[src/rtl/fetch_queue.sv]
// rtl/fetch_queue.sv - instruction fetch stage: PC, one-outstanding memory read, FIFO toward decode
// A prefix word is held at the head until its suffix is buffered behind it.
module fetch_queue #(
  parameter int unsigned DEPTH      = 4,
  parameter logic [0:63] RESET_ADDR = 64'h0
) (
  input  logic        i_clk,
  input  logic        i_rst,
  output logic        o_mem_req,
  output logic [0:63] o_mem_addr,
  input  logic        i_mem_ack,
  input  logic [0:31] i_mem_data,
  input  logic        i_redirect,
  input  logic [0:63] i_redirect_addr,
  input  logic        i_stall,
  output logic        o_en,
  output logic [0:31] o_instr,
  output logic [0:63] o_instr_addr
);

  localparam int unsigned AW = $clog2(DEPTH);
  localparam logic [AW:0] FULL = (AW+1)'(DEPTH);
  localparam logic [AW:0] TWO  = (AW+1)'(2);

  typedef enum logic [1:0] {IDLE, WAIT, DROP} state_t;

  state_t        state_q, state_d;
  logic [0:63]   pc_q, pc_d;
  logic [0:63]   req_addr_q, req_addr_d;
  logic [0:31]   buf_word [DEPTH];
  logic [0:63]   buf_addr [DEPTH];
  logic [AW-1:0] rd_ptr_q, wr_ptr_q;
  logic [AW:0]   count_q, count_d;
  logic          push, pop, head_valid, head_is_prefix;
  logic [0:63]   redirect_pc;

  assign redirect_pc    = i_redirect_addr & ~64'h3;
  assign head_valid     = (count_q != '0);
  assign o_instr        = head_valid ? buf_word[rd_ptr_q] : '0;
  assign o_instr_addr   = head_valid ? buf_addr[rd_ptr_q] : '0;
  assign head_is_prefix = (o_instr[0:5] == 6'b000001);

  // A full FIFO always has count >= 2, so a prefix in the last slot still drains.
  assign o_en = !i_rst && !i_redirect && !i_stall && head_valid &&
                (!head_is_prefix || count_q >= TWO);
  assign pop  = o_en;
  assign push = (state_q == WAIT) && i_mem_ack && !i_redirect;

  assign count_d    = count_q + {{AW{1'b0}}, push} - {{AW{1'b0}}, pop};
  assign o_mem_req  = (state_q != IDLE);
  assign o_mem_addr = req_addr_q;

  always_comb begin
    state_d    = state_q;
    pc_d       = pc_q;
    req_addr_d = req_addr_q;
    case (state_q)
      IDLE: begin
        if (i_redirect) begin
          pc_d = redirect_pc;
        end else if (count_q < FULL) begin
          state_d    = WAIT;
          req_addr_d = pc_q;
        end
      end
      WAIT: begin
        if (i_redirect) begin
          pc_d    = redirect_pc;
          state_d = i_mem_ack ? IDLE : DROP;
        end else if (i_mem_ack) begin
          pc_d       = pc_q + 64'd4;
          req_addr_d = pc_q + 64'd4;
          state_d    = (count_d < FULL) ? WAIT : IDLE;
        end
      end
      DROP: begin
        // The stale request stays on the bus at its old address until acked.
        if (i_redirect) pc_d = redirect_pc;
        if (i_mem_ack) state_d = IDLE;
      end
      default: state_d = IDLE;
    endcase
  end

  always_ff @(posedge i_clk) begin
    if (i_rst) begin
      state_q    <= IDLE;
      pc_q       <= RESET_ADDR;
      req_addr_q <= RESET_ADDR;
      rd_ptr_q   <= '0;
      wr_ptr_q   <= '0;
      count_q    <= '0;
    end else begin
      state_q    <= state_d;
      pc_q       <= pc_d;
      req_addr_q <= req_addr_d;
      if (i_redirect) begin
        rd_ptr_q <= '0;
        wr_ptr_q <= '0;
        count_q  <= '0;
      end else begin
        if (push) wr_ptr_q <= wr_ptr_q + {{(AW-1){1'b0}}, 1'b1};
        if (pop)  rd_ptr_q <= rd_ptr_q + {{(AW-1){1'b0}}, 1'b1};
        count_q <= count_d;
      end
    end
  end

  always_ff @(posedge i_clk) begin
    if (push) begin
      buf_word[wr_ptr_q] <= i_mem_data;
      buf_addr[wr_ptr_q] <= pc_q;
    end
  end

endmodule

[config.mk]
export PLATFORM = sky130hd
export DESIGN_NAME = fetch_queue
export DESIGN_NICKNAME = d
export VERILOG_FILES = /design/src/rtl/fetch_queue.sv
export SDC_FILE = /design/constraint.sdc
export NUM_CORES = 1
export LEC_CHECK = 0
export CAP_MARGIN = 10
export CORE_ASPECT_RATIO = 1.2
export CORE_MARGIN = 8
export CORE_UTILIZATION = 50
export DETAILED_ROUTE_END_ITERATION = 8
export HOLD_SLACK_MARGIN = 0.12
export PLACE_DENSITY = 0.73
export SETUP_SLACK_MARGIN = 0.02
export SLEW_MARGIN = 20
export SYNTH_ARGS = -nofsm -noshare
export SYNTH_HDL_FRONTEND = slang
export SYNTH_SLANG_ARGS = --single-unit
export TNS_END_PERCENT = 1
[constraint.sdc]
create_clock -name i_clk -period 7.4 [get_ports i_clk]
set_clock_uncertainty 0.05 [all_clocks]
set_input_delay 0.74 -clock i_clk [delete_from_list [all_inputs] [get_ports i_clk]]
set_output_delay 0.74 -clock i_clk [all_outputs]
set_load 0.005 [all_outputs]
==> impl_metrics.csv, run 1 <==
group,metric,value,unit
die,start_util,0.505,
cts,ctsHoldBuffers,0,
timing,finalSetupTns,0,ps
timing,setup_violations,0,
cells_and_area,fin_area,26700,µm²
yosys,synth_ff_type,"edfxtp_1",
power,vdd_drop_max,0.157,mV
die,die_h,246,µm
timing,fin_hold_ws,451,ps
timing,post-route-period-util,0.633,
route,drt-initial-drc-count,1153,
placement,routabilityCongestion,0.890,
placement,placed_area,25000,µm²
cts,cts_setup_buffers,0,
yosys,synth_area,22000,µm²
route,routed_via_density,6.00,
flow_run,maxCapViolations,0,
route,first_pass_iters,5,
placement,port_buffers,256,
worst_setup_path,crit_path_cell_trace,"buf_4, mux4_2, nand3b_1, o31ai_1, nor2_1, clkdlybuf4s50_1",
cts,clock_latency,570,ps
yosys,yosysSeqAreaShare,0.635,
hold_path,hp-class,"reg2reg",
worst_setup_path,cp_num_buf_inv,2,
worst_setup_path,critical_path_class,"reg2out",
global_route,track_usage,0.221,
global_route,grt_pass1_wl,88100,µm
timing,fmax,0.213,GHz
cts,cts-root-buf,"clkbuf_16",
route,wire_per_inst,23.7,µm
power,power,0.00614,W
global_route,antenna_found_initial,2,
worst_setup_path,cp-end-kind,"output pin",
route,drc,0,
cts,cts_resized,0,
worst_setup_path,critical_path.max_stage_delay,810,ps
timing,slew_violations,0,
power,leakagePower,8.53,nW
die,row_count,84,
yosys,synth-async-reset-ratio,0,
route,num_vias,14600,
timing,min_period,4690,ps
cells_and_area,area_growth,21.2,%
cts,cts_sinks,511,
yosys,syn_inst,1629,
cts,cts_made_buffers,49,
worst_setup_path,critPathRequiredTime,6610,ps
yosys,ys_top_cells_by_area,"edfxtp_1, dfxtp_1, mux4_2, and2_1, nor2_1",
die,io_pins,263,
cts,cts_tree,"done",
cts,cts_max_path_buffers,3,
yosys,synth-edff-count,376,
die,fp.dieArea,51000,µm²
timing,maxSlewHeadroom,0.274,
die,die-width,208,µm
global_route,grt_overflow,0,
cts,clk_pin_slew,60,ps
global_route,grt_start_max_net_pins,92,
power,power_density,230,nW/µm²
worst_setup_path,crit_path_start_kind,"flip-flop",
yosys,ys_ff_latch,511,
worst_setup_path,worstPathArrival,3900,ps
timing,rsz0062_at_grt,"no",
yosys,synth.distinct_cells,61,
yosys,synth_common_cells,"edfxtp_1, nor2_1, dfxtp_1",
cells_and_area,fin_nets,1941,
global_route,grt_pass1_vias,14600,
cells_and_area,finalCoreUtilization,0.612,
timing,worstMarginPinSlew,1090,ps
yosys,syn-mean-instance-area,13.5,µm²
worst_setup_path,crit_fanout,34,
yosys,synth_top_area_cell,"edfxtp_1",
route,routed_wl,57700,µm
yosys,yosysTopAreaCellShare,0.513,
cells_and_area,drive_gt1_frac,0.120,
cts,htree_levels,2,
die,coreArea,43600,µm²
worst_setup_path,slowest_stage,"dfxtp_4",
yosys,ys_warn_count,0,
route,ant_nets,0,
yosys,synth.most_common_cell,"edfxtp_1",
placement,dp.final_hpwl,37300,µm
worst_setup_path,path_delay_family,"buffers and inverters",
timing,hold_viol,0,
outcome,status,"complete, no violations",
flip-flops by register name, indices dropped and copies added (netlist names), named ones only:
name	flops
buf_addr	248
buf_word	128
count_q	3
o_mem_addr	62
pc_q	62
rd_ptr_q	2
state_q	2
wr_ptr_q	2
routing by layer:
metal	vias to the layer above	share of wire	GRT usage
li1	6636	-	-
met1	7275	0.41	0.291
met3	98	0.073	0.0436
met5	-	0	0
met2	585	0.48	0.366
met4	0	0.029	0.0726
through the flow:
| step | worst slack (ps) | instances |
|---|---|---|
| 2_1_floorplan | 3210 | 1632 |
| 3_3_place_gp | 3070 | 2336 |
| 3_5_place_dp | 3060 | 2337 |
| 4_1_cts | 2570 | 2429 |
| 5_1_grt | 2420 | 2433 |
| 6_report | 2710 | 2433 |
cells by family after synthesis:
| group | count (synthesis) | share of synthesized area |
|---|---|---|
| flip-flops | 511 | 0.635 |
| buffers and inverters | 147 | 0.0272 |
| XOR/XNOR | 58 | 0.0231 |
| multiplexers | 105 | 0.101 |
| AND/OR/NAND/NOR | 534 | 0.126 |
| AO/OA/AOI/OAI | 264 | 0.0813 |
| other | 1 | 0.000170 |
| adder cells (fa/ha/maj) | 9 | 0.00545 |
cell usage in the layout, fill, tap and decap left out, drive strengths merged, types with 22 or more instances in the layout:
master         count
a211oi            54
a21oi             47
and2             107
buf               23
clkbuf            79
clkdlybuf4s50    255
dfxtp            135
edfxtp           376
mux4              94
nand2             92
nand3             53
nand4             25
nor2             145
nor3              31
o21ai             45
xnor2             36
xor2              22
area by class of cell:
class	count	area [µm²]
inverters	17	63.8
diodes	2	5.00
flip-flops and latches	511	14000
clock inverters	13	98.8
multi-input cells	974	7490
repair buffers	278	2790
fillers	3311	16900
clock buffers	79	1540
well taps	559	699
tightest hold or removal path: stages (launching register included):
cell      delay (ps)
dfxtp_1          310
nor2_1            90
a211oi_1          50
power by group:
group / total [W] / internal, W / switching, W / leakage (nW)
clock network: 0.00250 / 0.00146 / 0.00104 / 0.811
registers: 0.00326 / 0.00315 / 0.000107 / 4.52
logic: 0.000391 / 0.000196 / 0.000195 / 3.20
final timing paths:
| path | from | end | cells past startpoint | slack [ps] |
|---|---|---|---|---|
| worst min register to register | o_mem_addr[48]$_SDFFE_PP0P_ | o_mem_addr[48]$_SDFFE_PP0P_ | 2 | 450 |
| worst max-delay path | flip-flop | o_en | 6 | 2710 |
| worst max register to register | flip-flop | state_q[0]$_SDFFE_PP0P_ | 12 | 3120 |
| worst min-delay path | o_mem_addr[48]$_SDFFE_PP0P_ | o_mem_addr[48]$_SDFFE_PP0P_ | 2 | 450 |
(Power assumes the default switching activity.)
==> inputs of run 2 (changes only) <==
--- a/config.mk
+++ b/config.mk
@@ -11,7 +11,7 @@
 export CORE_UTILIZATION = 50
 export DETAILED_ROUTE_END_ITERATION = 8
 export HOLD_SLACK_MARGIN = 0.12
-export PLACE_DENSITY = 0.73
+export PLACE_DENSITY = 0.76
 export SETUP_SLACK_MARGIN = 0.02
 export SLEW_MARGIN = 20
 export SYNTH_ARGS = -nofsm -noshare
==> constraint.sdc (replaced) <==
create_clock -name i_clk -period 4 [get_ports i_clk]
set_clock_uncertainty 0.05 [all_clocks]
set_input_delay 0.4 -clock i_clk [delete_from_list [all_inputs] [get_ports i_clk]]
set_output_delay 0.4 -clock i_clk [all_outputs]
set_load 0.005 [all_outputs]
==> run 2 against run 1 <==
Critical path depth decreased by 1. Total power increased by 84%. Routed wire length increased by 2.4%. Die area unchanged. Cell area increased by 0.45%. Clock power increased by 81%. First-iteration DRC count increased by 17%. Largest cell class unchanged. Highest routed layer unchanged.
==> impl_metrics.csv, run 2 (synthesized netlist as in run 1, its figures left out) <==
group,metric,value,unit
timing,setup_violations,0,
die,die_h,246,µm
timing,worstMarginPinSlew,1050,ps
die,coreArea,43600,µm²
cts,clock_latency,570,ps
cells_and_area,reg_top3,"buf_addr x248, buf_word x128",
worst_setup_path,crit_fanout,30,
hold_path,hp-class,"in2reg",
die,io_pins,263,
timing,fmax,0.270,GHz
cts,clk_pin_slew,70,ps
worst_setup_path,critPathRequiredTime,3550,ps
global_route,globalRouteMet1Util,0.298,
placement,dp_cells,2357,
global_route,grt_busiest_layer,"met2",
timing,min_period,3700,ps
power,seqPwrFrac,0.534,
cells_and_area,final_common_cell,"edfxtp_1",
die,die-width,208,µm
outcome,status,"complete, no violations",
route,first_pass_iters,6,
cts,cts_resized,1,
cells_and_area,seq_area,14000,µm²
timing,fin_hold_ws,262,ps
timing,post-route-period-util,0.925,
global_route,grt_pass1_wl,90500,µm
cells_and_area,fin_nets,1958,
global_route,antenna_found_initial,3,
power,vdd_drop_max,0.265,mV
cells_and_area,multiInputGateArea,7490,µm²
timing,maxSlewHeadroom,0.295,
power,leakagePower,8.57,nW
global_route,met3_usage,0.0423,
power,clkPwrFrac,0.400,
cts,cts_made_buffers,48,
route,drt-initial-drc-count,1354,
placement,routabilityCongestion,0.915,
cells_and_area,drive_gt1_frac,0.126,
cells_and_area,largest_reg_flops,248,
timing,rsz0062_at_grt,"no",
global_route,grt_start_max_net_pins,76,
route,routed_wl,59100,µm
power,internal-power,0.00879,W
die,fp.dieArea,51000,µm²
cts,htree_levels,2,
placement,dp.final_hpwl,38500,µm
cts,cts_tree,"done",
cells_and_area,area_growth,21.7,%
global_route,met2_usage,0.369,
cts,cts_sinks,511,
route,wire_per_inst,24.1,µm
power,power.switching,0.00251,W
global_route,grt_pass1_vias,14900,
cts,cts-root-buf,"clkbuf_16",
worst_setup_path,crit_path_start_kind,"flip-flop",
worst_setup_path,worstPathArrival,3250,ps
route,ant_nets,0,
timing,hold_viol,0,
global_route,track_usage,0.227,
cells_and_area,final_cells,2450,
worst_setup_path,r2r_slack,500,ps
power,power_frac_comb,0.066,
worst_setup_path,critical_path_class,"reg2out",
timing,finalSetupTns,0,ps
power,power_density,422,nW/µm²
cts,cts_setup_buffers,0,
die,start_util,0.505,
cts,cts_max_path_buffers,3,
cells_and_area,fillCellCount,3288,
power,switching_share,0.222,
route,routed_via_density,6.07,
flow_run,maxCapViolations,0,
die,row_count,84,
route,drc,0,
timing,slew_violations,0,
global_route,grt_overflow,0,
cts,ctsHoldBuffers,0,
placement,port_buffers,256,
worst_setup_path,cp-end-kind,"output pin",
cells_and_area,final_cell_mix,"edfxtp_1, clkdlybuf4s50_1, nor2_1, dfxtp_1, and2_1",
cells_and_area,regMostFlops,"buf_addr",
route,num_vias,14900,
run 2: cell types whose count changed in the layout (fill, tap and decap cells not counted), sizes merged:
cell	delta
bufinv	+4
buf	+18
clkinvlp	+3
clkinv	+9
clkbuf	-19
inv	+1
diode	+1
run 2: worst paths after layout:
kind,start,cells after the start,end
worst min-delay path,i_rst,4,pc_q[8]$_SDFFE_PP0P_
worst max-delay path,flip-flop,5,o_instr_addr[46]
worst min register to register,o_mem_addr[22]$_SDFFE_PP0P_,2,o_mem_addr[22]$_SDFFE_PP0P_
worst max register to register,flip-flop,11,state_q[0]$_SDFFE_PP0P_
run 2: metrics by stage:
step / instance area [µm²] / utilization / total power, W / setup slack [ps]
2_1_floorplan: 22000 / - / 0.00643 / 152
3_3_place_gp: 25200 / 0.579 / 0.00684 / 560
3_5_place_dp: 25200 / 0.579 / 0.00687 / 530
4_1_cts: 26800 / 0.614 / 0.0114 / 160
5_1_grt: 26800 / 0.615 / 0.0117 / 82.2
6_report: 26800 / 0.615 / 0.0113 / 300
run 2: area by class of cell:
| class | instances | share of cell area |
|---|---|---|
| flip-flops and latches | 511 | 0.522 |
| multi-input cells | 974 | 0.279 |
| repair buffers | 296 | 0.112 |
| clock buffers | 60 | 0.0477 |
| well taps | 559 | 0.0261 |
| clock inverters | 30 | 0.0104 |
| inverters | 17 | 0.00238 |
| diodes | 3 | 0.000280 |
run 2: routing by layer:
metal	vias up	share of wire	routed length (µm)
met2	661	0.48	28100
met4	0	0.039	2310
met3	125	0.071	4210
met1	7423	0.41	24400
li1	6665	-	-
met5	-	0	0
run 2: power groups by stage:
stage	sequential, W	clock [W]	combinational [W]
global route	0.00605	0.00481	0.000809
detailed placement	0.00614	0	0.000734
CTS	0.00602	0.00462	0.000745
finish	0.00603	0.00452	0.000746
global placement	0.00612	0	0.000720
floorplan	0.00604	0	0.000390
run 2: worst max-delay path, cell delays in order, from the launching register on:
cell	delay [ps]
dfxtp_4	530
buf_4	400
buf_6	450
mux4_2	570
and2_1	230
clkdlybuf4s50_1	480
==> inputs of run 3 (changes only) <==
--- a/config.mk
+++ b/config.mk
@@ -8,10 +8,10 @@
 export CAP_MARGIN = 10
 export CORE_ASPECT_RATIO = 1.2
 export CORE_MARGIN = 8
-export CORE_UTILIZATION = 50
+export CORE_UTILIZATION = 51
 export DETAILED_ROUTE_END_ITERATION = 8
 export HOLD_SLACK_MARGIN = 0.12
-export PLACE_DENSITY = 0.76
+export PLACE_DENSITY = 0.77
 export SETUP_SLACK_MARGIN = 0.02
 export SLEW_MARGIN = 20
 export SYNTH_ARGS = -nofsm -noshare
==> run 3 against run 2 <==
Utilization increased by 1.4 points. Via count is 1.5% lower. Register-to-register slack better by 170 ps. Critical path depth unchanged. Fmax down 0.29%. Combinational power barely moved. Setup slack worse by 11 ps. Total power increased by 1.0%.
==> impl_metrics.csv, run 3 (synthesized netlist as in run 1, its figures left out) <==
group,metric,value,unit
timing,fin_hold_ws,172,ps
timing,setup_violations,0,
cells_and_area,finalCoreUtilization,0.629,
cts,cts_sinks,511,
worst_setup_path,worstPathArrival,3260,ps
cells_and_area,final_cell_mix,"edfxtp_1, clkdlybuf4s50_1, nor2_1, dfxtp_1, and2_1",
global_route,grt_overflow,0,
route,ant_nets,0,
die,io_pins,263,
timing,fin_ws,289,ps
timing,rsz0062_at_grt,"no",
die,die-width,206,µm
global_route,grt_pass1_wl,88700,µm
global_route,grt_start_max_net_pins,83,
route,wire_per_inst,23.7,µm
timing,worstMarginPinSlew,934,ps
outcome,status,"complete, no violations",
worst_setup_path,path_delay_family,"buffers and inverters",
cts,htree_levels,2,
cells_and_area,fillCellCount,3189,
global_route,antenna_found_initial,2,
worst_setup_path,critical_path_class,"reg2out",
cells_and_area,largest_reg_flops,248,
placement,preCtsSetupSlack,594,ps
die,coreArea,42700,µm²
placement,dp_cells,2347,
flow_run,maxCapViolations,0,
timing,slew_violations,0,
worst_setup_path,crit_path_cell_trace,"buf_4, buf_6, mux4_2, and2_1, clkdlybuf4s50_1",
cells_and_area,fin_nets,1956,
die,die_h,244,µm
cts,ctsHoldBuffers,0,
route,routed_wl,57800,µm
timing,hold_viol,0,
cells_and_area,drive_gt1_frac,0.126,
worst_setup_path,crit_path_start_kind,"flip-flop",
timing,post-route-period-util,0.928,
placement,routabilityCongestion,0.907,
cts,cts_resized,1,
cells_and_area,reg_top3,"buf_addr x248, buf_word x128",
placement,port_buffers,256,
placement,dp.final_hpwl,38100,µm
power,vdd_drop_max,0.279,mV
worst_setup_path,crit_fanout,31,
cells_and_area,regMostFlops,"buf_addr",
route,drt-initial-drc-count,1480,
timing,finalSetupTns,0,ps
route,num_vias,14700,
die,fp.dieArea,50100,µm²
cts,cts_tree,"done",
worst_setup_path,slowest_stage,"mux4_2",
route,first_pass_iters,8,
worst_setup_path,cp-end-kind,"output pin",
worst_setup_path,critPathRequiredTime,3550,ps
global_route,track_usage,0.228,
worst_setup_path,critical_path.max_stage_delay,620,ps
worst_setup_path,cp_num_buf_inv,3,
global_route,grt_pass1_vias,14700,
cts,cts_max_path_buffers,3,
die,row_count,83,
die,start_util,0.516,
timing,fmax,0.269,GHz
cells_and_area,final_common_cell,"edfxtp_1",
route,routed_via_density,6.00,
hold_path,hold_start,"i_rst",
hold_path,hp-class,"in2reg",
cts,cts-root-buf,"clkbuf_16",
power,power_density,426,nW/µm²
cells_and_area,area_growth,21.8,%
cts,cts_made_buffers,49,
power,leakagePower,8.61,nW
cts,clk_pin_slew,70,ps
route,drc,0,
cts,cts_setup_buffers,0,
cells_and_area,final_cells,2442,
cts,clock_latency,570,ps
timing,min_period,3710,ps
timing,maxSlewHeadroom,0.375,
run 3: layout make-up:
cell class,instances,area (µm²),area share
diodes,3,7.51,0.000280
clock inverters,32,309,0.0115
inverters,17,63.8,0.00238
well taps,552,691,0.0257
flip-flops and latches,511,14000,0.522
repair buffers,293,2940,0.110
multi-input cells,974,7490,0.279
clock buffers,60,1330,0.0496
run 3: per-stage QoR:
| stage | instance area [µm²] | power [W] |
|---|---|---|
| 2_1_floorplan | 22000 | 0.00643 |
| 3_3_place_gp | 25200 | 0.00684 |
| 3_5_place_dp | 25200 | 0.00686 |
| 4_1_cts | 26800 | 0.0115 |
| 5_1_grt | 26800 | 0.0118 |
| 6_report | 26800 | 0.0114 |
run 3: routing by layer:
metal | vias up | GRT usage | share of wire
li1 | 6649 | - | -
met1 | 7317 | 0.312 | 0.42
met2 | 580 | 0.367 | 0.48
met3 | 112 | 0.0344 | 0.069
met4 | 0 | 0.0775 | 0.031
met5 | - | 0 | 0
run 3: worst paths after layout:
check,endpoint,slack [ps],cells after the start
worst min-delay path,pc_q[3]$_SDFFE_PP0P_,170,2
worst max-delay path,o_instr_addr[46],290,5
worst min register to register,o_mem_addr[15]$_SDFFE_PP0P_,460,2
worst max register to register,state_q[0]$_SDFFE_PP0P_,670,11
run 3: worst reg2reg max path: cells and delay by family, from the launching register on:
family	cells	cell delay (ps)
adders and majority gates	3	860
AOI/OAI and AO/OA	2	780
muxes	1	540
DFF	1	470
and+or+nand+nor	3	320
xor gates and xnor gates	1	200
buffers and inverters	1	40
run 3: power breakdown:
group	total [W]	switching [W]	internal [W]
Sequential	0.00602	0.000193	0.00583
Combinational	0.000744	0.000376	0.000368
Clock	0.00466	0.00195	0.00270
Total	0.0114	0.00252	0.00890
